File: src/rtl/ex_mem_access.sv
// EX/MEM pipeline register with the data-memory access controller.
// Holds the stage and stalls the pipeline while a load/store is outstanding.
module ex_mem_access #(
   parameter int DATA_WIDTH     = 16,
   parameter int REG_ADDR_WIDTH = 3,
   parameter int TIMEOUT_CYCLES = 15
) (
   input  logic                      clk,
   input  logic                      rst,
   input  logic                      i_Sig_MemRead,
   input  logic                      i_Sig_MemWrite,
   input  logic                      i_Sig_MemtoReg,
   input  logic                      i_Sig_RegWrite,
   input  logic [REG_ADDR_WIDTH-1:0] i_Write_Register,
   input  logic [DATA_WIDTH-1:0]     i_ALU_Result,
   input  logic [DATA_WIDTH-1:0]     i_Store_Data,
   input  logic                      i_Flush,
   input  logic                      i_Mem_Ack,
   input  logic [DATA_WIDTH-1:0]     i_Mem_Rdata,
   output logic                      o_Mem_Req,
   output logic                      o_Mem_We,
   output logic [DATA_WIDTH-1:0]     o_Mem_Addr,
   output logic [DATA_WIDTH-1:0]     o_Mem_Wdata,
   output logic                      o_Stall,
   output logic                      o_Mem_Err,
   output logic                      o_Sig_MemtoReg,
   output logic [DATA_WIDTH-1:0]     o_Read_Data,
   output logic [DATA_WIDTH-1:0]     o_ALU_Result,
   output logic [REG_ADDR_WIDTH-1:0] o_Write_Register,
   output logic                      o_Sig_RegWrite
);

   typedef enum logic {
      IDLE = 1'b0,
      WAIT = 1'b1
   } state_t;

   localparam logic [7:0] CNT_LAST = 8'(TIMEOUT_CYCLES - 1);

   state_t                    state_q, state_d;
   logic [7:0]                cnt_q, cnt_d;
   logic                      memwrite_q, memwrite_d;
   logic                      memtoreg_q, memtoreg_d;
   logic                      regwrite_q, regwrite_d;
   logic [REG_ADDR_WIDTH-1:0] wreg_q, wreg_d;
   logic [DATA_WIDTH-1:0]     alu_q, alu_d;
   logic [DATA_WIDTH-1:0]     wdata_q, wdata_d;
   logic [DATA_WIDTH-1:0]     rdata_q, rdata_d;
   logic                      err_q, err_d;
   logic                      aborted_q, aborted_d;

   always_comb begin
      state_d    = state_q;
      cnt_d      = cnt_q;
      memwrite_d = memwrite_q;
      memtoreg_d = memtoreg_q;
      regwrite_d = regwrite_q;
      wreg_d     = wreg_q;
      alu_d      = alu_q;
      wdata_d    = wdata_q;
      rdata_d    = rdata_q;
      err_d      = 1'b0;
      aborted_d  = aborted_q;
      unique case (state_q)
         IDLE: begin
            aborted_d = 1'b0;
            rdata_d   = '0;
            cnt_d     = '0;
            if (i_Flush) begin
               memwrite_d = 1'b0;
               memtoreg_d = 1'b0;
               regwrite_d = 1'b0;
               wreg_d     = '0;
               alu_d      = '0;
               wdata_d    = '0;
            end else begin
               // MemRead together with MemWrite is handled as a write
               memwrite_d = i_Sig_MemWrite;
               memtoreg_d = i_Sig_MemtoReg;
               regwrite_d = i_Sig_RegWrite;
               wreg_d     = i_Write_Register;
               alu_d      = i_ALU_Result;
               wdata_d    = i_Store_Data;
               if (i_Sig_MemRead || i_Sig_MemWrite) state_d = WAIT;
            end
         end
         WAIT: begin
            if (i_Mem_Ack) begin
               if (!memwrite_q) rdata_d = i_Mem_Rdata;
               state_d = IDLE;
            end else if (cnt_q == CNT_LAST) begin
               rdata_d   = '0;
               err_d     = 1'b1;
               aborted_d = 1'b1;
               state_d   = IDLE;
            end else begin
               cnt_d = cnt_q + 8'd1;
            end
         end
         default: state_d = IDLE;
      endcase
   end

   always_ff @(posedge clk) begin
      if (rst) begin
         state_q    <= IDLE;
         cnt_q      <= '0;
         memwrite_q <= 1'b0;
         memtoreg_q <= 1'b0;
         regwrite_q <= 1'b0;
         wreg_q     <= '0;
         alu_q      <= '0;
         wdata_q    <= '0;
         rdata_q    <= '0;
         err_q      <= 1'b0;
         aborted_q  <= 1'b0;
      end else begin
         state_q    <= state_d;
         cnt_q      <= cnt_d;
         memwrite_q <= memwrite_d;
         memtoreg_q <= memtoreg_d;
         regwrite_q <= regwrite_d;
         wreg_q     <= wreg_d;
         alu_q      <= alu_d;
         wdata_q    <= wdata_d;
         rdata_q    <= rdata_d;
         err_q      <= err_d;
         aborted_q  <= aborted_d;
      end
   end

   assign o_Mem_Req        = (state_q == WAIT);
   assign o_Stall          = (state_q == WAIT);
   assign o_Mem_We         = memwrite_q;
   assign o_Mem_Addr       = alu_q;
   assign o_Mem_Wdata      = wdata_q;
   assign o_Mem_Err        = err_q;
   assign o_Sig_MemtoReg   = memtoreg_q;
   assign o_Read_Data      = rdata_q;
   assign o_ALU_Result     = alu_q;
   assign o_Write_Register = wreg_q;
   // a timed-out load must never reach the register file
   assign o_Sig_RegWrite   = regwrite_q & ~o_Stall & ~aborted_q;

endmodule

File: config.mk
export PLATFORM = sky130hd
export DESIGN_NAME = ex_mem_access
export DESIGN_NICKNAME = d
export VERILOG_FILES = /design/src/rtl/ex_mem_access.sv
export SDC_FILE = /design/constraint.sdc
export NUM_CORES = 1
export LEC_CHECK = 0
export BUFFER_PORTS_ARGS = -buffer_cell sky130_fd_sc_hd__buf_2
export CORE_ASPECT_RATIO = 2
export CORE_UTILIZATION = 43
export DETAILED_ROUTE_END_ITERATION = 7
export PLACE_DENSITY_LB_ADDON = 0.12
export SLEW_MARGIN = 20
export SYNTH_ARGS = -nofsm -noshare
export SYNTH_HDL_FRONTEND = slang
export SYNTH_SLANG_ARGS = --single-unit
File: constraint.sdc
create_clock -name clk -period 1.9 [get_ports clk]
set_input_delay 0.095 -clock clk [delete_from_list [all_inputs] [get_ports clk]]
set_output_delay 0.095 -clock clk [all_outputs]
set_load 0.005 [all_outputs]
## Word-level counts from Yosys, hierarchy flattened

Index checks and enable logic that the tools add are counted.
Widths: inputs -> output; s select.

| storage, ports and cells | value |
|---|---|
| bits in registers | 65 |
| logic and storage cells | 49 |
| output and inout port bits | 73 |

| operators by class | value |
|---|---|
| muxes and demuxes | 22 |
| bitwise gates (word level) | 4 |
| reduce and logical (&&, ||, !) cells | 5 |
| equality and inequality tests | 6 |
| $add $sub $neg | 1 |

Operators by type and width:

| kind | count |
|---|---|
| $mux 16 | 5 |
| $pmux 16 s2 | 1 |
| $mux 8 | 2 |
| $pmux 8 s2 | 1 |
| $mux 1 | 10 |
| $add 8x1->8 const B | 1 |
| $eq 8x4->1 const B | 1 |
| $reduce_and 2->1 | 3 |
| $ne 2x2->1 const B | 2 |
| $pmux 1 s2 | 2 |
| $mux 3 | 1 |
| $ne 3x2->1 const B | 1 |
| $ne 3x3->1 const B | 1 |
| $reduce_or 3->1 | 1 |
| $and 1x1->1 | 2 |
| $ne 2x1->1 const B | 1 |
| $not 1->1 | 2 |
| $logic_or 1x1->1 | 1 |

## Depth between registers and ports, before layout

| depth | value |
|---|---|
| word-level depth | 4 |
| mapped depth | 6 |

## Worst setup path after synthesis

No wires, ideal clock.

| timing | value |
|---|---|
| path type | flip-flop to flip-flop |
| from | register cnt_q[0] |
| to | register rdata_q[0] (netlist: o_Read_Data[0]) |
| stages on the path, launching flop included | 7 |
| slack | 0.379 ns |
| arrival time | 1.404 ns |
| path buffers | 1 |
| required time | 1.783 ns |
| setup time | 0.117 ns |
| cells stage by stage | dfxtp_1 > inv_1 > ha_1 > nor4b_4 > a311oi_4 > buf_6 > a22o_1 |

| between the ends | value |
|---|---|
| longest elaborated chain between the ends | 3 |

RTL lines:

| item | line | RTL |
|---|---|---|
| start, declared | 41 | `logic [7:0] cnt_q, cnt_d;` |
| start signal, assigned | 119 | `cnt_q <= cnt_d;` |
| $eq 8x4->1 | 91 | `end else if (cnt_q == CNT_LAST) begin` |
| $ne 3x2->1 (no source line) | - |  |
| $reduce_and 2->1 (no source line) | - |  |
| end signal, assigned | 126 | `rdata_q <= rdata_d;` |
| end, declared | 48 | `logic [DATA_WIDTH-1:0] rdata_q, rdata_d;` |

No other way between the ends.
A chain may end at the register's enable or synchronous reset.

## Worst setup path in the final report

| timing | value |
|---|---|
| from | register cnt_q[0] |
| to | register rdata_q[3] (netlist: o_Read_Data[3]) |

Same word-level chain as after synthesis.

==> out/metrics.cfg <==
[finish]
final_nets=430
antenna_cells=0
instances_no_fill=432
fill_cells=404
multiInputGateArea_sq_um=856
syn_to_final_growth_pct=56.6
final_layout_size_suffix_gt1_share_pct=43.0
seqCellArea_sq_um=1300

[timing]
slew_headroom_pct=51.0
hold_violations=0
rsz0062_at_grt=no
clock_skew_ns=0.00516
fin_crit_sh_pct=95.1
max_freq_mhz=553
fin_setup_tns_ns=0
period_needed_ns=1.81
worst_pin_slew_ns=0.735
slew_viol_final=0
setup_violations=0

[worst_setup_path]
worstSetupPathType=reg2reg
critPathCaptureType=register
startpoint_type=register
cp_cell_sequence=inv_1 -> ha_1 -> nor4b_4 -> a311oi_4 -> a22o_1
crit_path_top_delay_cell=a311oi_4
required_ns=2.17
critPathMaxStageDelay_ns=0.67
crit_fanout=16
crit_arrival_ns=2.08

[global_route]
grt.busiest_layer=met2
grt_overflow=0
grtUsageMet3_pct=6.01
grt_util_met2_pct=40.3
grt_max_degree=40
grt.met1_usage_pct=22.9
grt.total_usage_pct=23.1
grt_pass1_wl_mm=9.45
antenna_found_initial=0
grt_pass1_vias=2182

[power]
power_frac_seq_pct=51.1
power_density_nw_per_um2=774
combinationalPowerShare_pct=12.0
p_clk_share_pct=36.9
swShare_pct=23.7
leakage_nw=1.80
ir_drop_mv=0.755
intPower_w=0.00216
p_sw_w=0.000672

[yosys]
postSynthAreaPerCell_sq_um=11.9
synth_top_area_share_pct=55.7
postSynthCellCount=197
synth_cell_type_count=31
synth_seq_cells=65
synth_fp_nets=258
yosys.area.top_type=dfxtp_1
netlist_area_sq_um=2330
synth_warnings=0
synth_area_leaders=dfxtp_1 (56%), a22o_1 (20%), buf_4 (5.5%)
ys_seq_area_share_pct=55.7

[placement]
dp_hpwl_mm=3.86
placedCellCount=362
gp_congestion=0.691
portBuffers=131

[run_status]
status=finished clean

[die]
die_width_um=54.1
num_rows=37
coreArea_sq_um=5180
dieHeight_um=106
die_area_sq_um=5750
io_pins=132
start_util_pct=45.0

[min_path]
hp-class=in2reg

[routing]
dr.pass1.iters=4
antenna_left=0
avgViaCountPerCell=5.09
wire_per_inst_um=14.5
vias=2197
drtIter0Drc=34
drc_errors=0
wirelength_mm=6.28

[clocking]
cts.clk_slew.worst_paths_ns=0.07
clk_latency_ns=0.34
cts_made_buffers=9
cts_root_buffer=clkbuf_8
cts_sinks=65
cts_tree=done
htreeDepth=3
clk_path_buf_depth=2

[flow_run]
max-cap-violations=0

[power by group through the flow]
stage               registers (W)  logic (W)  clock network [W]
floorplan                 0.00148   0.000118                  0
CTS                       0.00144   0.000337            0.00107
global placement          0.00147   0.000248                  0
finish                    0.00145   0.000341            0.00104
global route              0.00145   0.000369            0.00114
detailed placement        0.00147   0.000250                  0
[worst max-delay path: cells and delay by family, from the launching register on]
kind / cells / cell delay, ns
buffers and inverters: 1 / 0.07
flip-flops: 1 / 0.38
AND/OR/NAND/NOR: 1 / 0.15
AO/OA/AOI/OAI: 2 / 0.94
adder cells (fa/ha/maj): 1 / 0.20
[Yosys cell counts (all sizes together)]
cell type	number
dfxtp	65
a22o	54
buf	23
nand2	8
clkbuf	5
nand2b	5
mux2i	4
a31oi	3
nor2b	3
o21ai	3
a21oi	2
ha	2
inv	2
nand3	2
nor3	2
nor4b	2
or3	2
a21o	1
a311oi	1
a31o	1
and3	1
and3b	1
and4b	1
nand4b	1
nor2	1
nor3b	1
o21a	1
[metal layers]
metal  up-vias  wire length (um)  part of all wire [%]
met3        13               455                   7.2
met5         -                 0                     0
met1      1007              2370                    38
met2       113              3280                    52
met4         0               175                   2.8
li1       1064                 -                     -
[cells by family (layout without fill, tap and decap cells)]
kind of cell / Yosys count / in the layout / synth area share [%]
adder cells (fa/ha/maj): 2 / 2 / 1.07
AO/OA/AOI/OAI: 66 / 66 / 24.3
flip-flops: 65 / 65 / 55.7
buffers and inverters: 30 / 207 / 8.15
AND/OR/NAND/NOR: 30 / 30 / 9.00
multiplexers: 4 / 4 / 1.71
[through the flow]
| stage | setup slack [ns] | utilization (%) | power [W] | hold slack, ns | area (sq um) |
|---|---|---|---|---|---|
| 2_1_floorplan | 0.379 | - | 0.00160 | 0.174 | 2330 |
| 3_3_place_gp | 0.206 | 56.6 | 0.00172 | 0.304 | 2940 |
| 3_5_place_dp | 0.152 | 56.6 | 0.00172 | 0.308 | 2940 |
| 4_1_cts | 0.116 | 70.5 | 0.00286 | 0.0213 | 3660 |
| 6_report | 0.0933 | 70.5 | 0.00283 | 0.0342 | 3660 |
| 5_1_grt | 0.00900 | 70.5 | 0.00296 | 0.0438 | 3660 |
[final timing paths]
check	from	to	slack (ns)	depth (start not counted)
worst max-delay path	cnt_q[0]	o_Read_Data[3]	0.09	5
worst min-delay path	i_Mem_Ack	o_Mem_Err	0.03	2
worst max register to register	cnt_q[0]	o_Read_Data[3]	0.09	5
worst min register to register	o_Read_Data[15]	o_Read_Data[15]	0.47	1
[placed cells by master, fill, tap and decap left out, types with 2 or more instances in the layout]
cell type and n:
a21oi_1 2, nand3_1 2, a22o_1 54, nor4b_4 2, dfxtp_1 65, nor2b_1 2
buf_2 131, or3_1 2, ha_1 2, mux2i_1 4, clkinv_2 3, a31oi_1 3
nand2b_1 5, clkinvlp_4 2, o21ai_0 2, nand2_1 8, buf_4 3, dlygate4sd3_1 54
clkbuf_8 11
[cell type report]
| class | instances | area share [%] |
|---|---|---|
| sequential | 65 | 35.6 |
| timing repair buffer | 189 | 33.9 |
| multi-input combinational | 102 | 23.4 |
| clock buffer | 11 | 4.14 |
| tap | 58 | 1.98 |
| clock inverter | 5 | 0.821 |
| inverter | 2 | 0.205 |
[repair_timing]
item | CTS | global route
resized for setup | 0 | 0
endpoints found under the hold margin | 54 | 0
buffers inserted | 0 | 0
hold buffers | 54 | 0
[flip-flops by register name, summed over array words and instances, names as in the netlist, 3 cells and up]
name,cells
o_ALU_Result,16
cnt_q,8
o_Mem_Wdata,16
o_Write_Register,3
o_Read_Data,16
No activity file was read; power rests on OpenSTA's default activity.
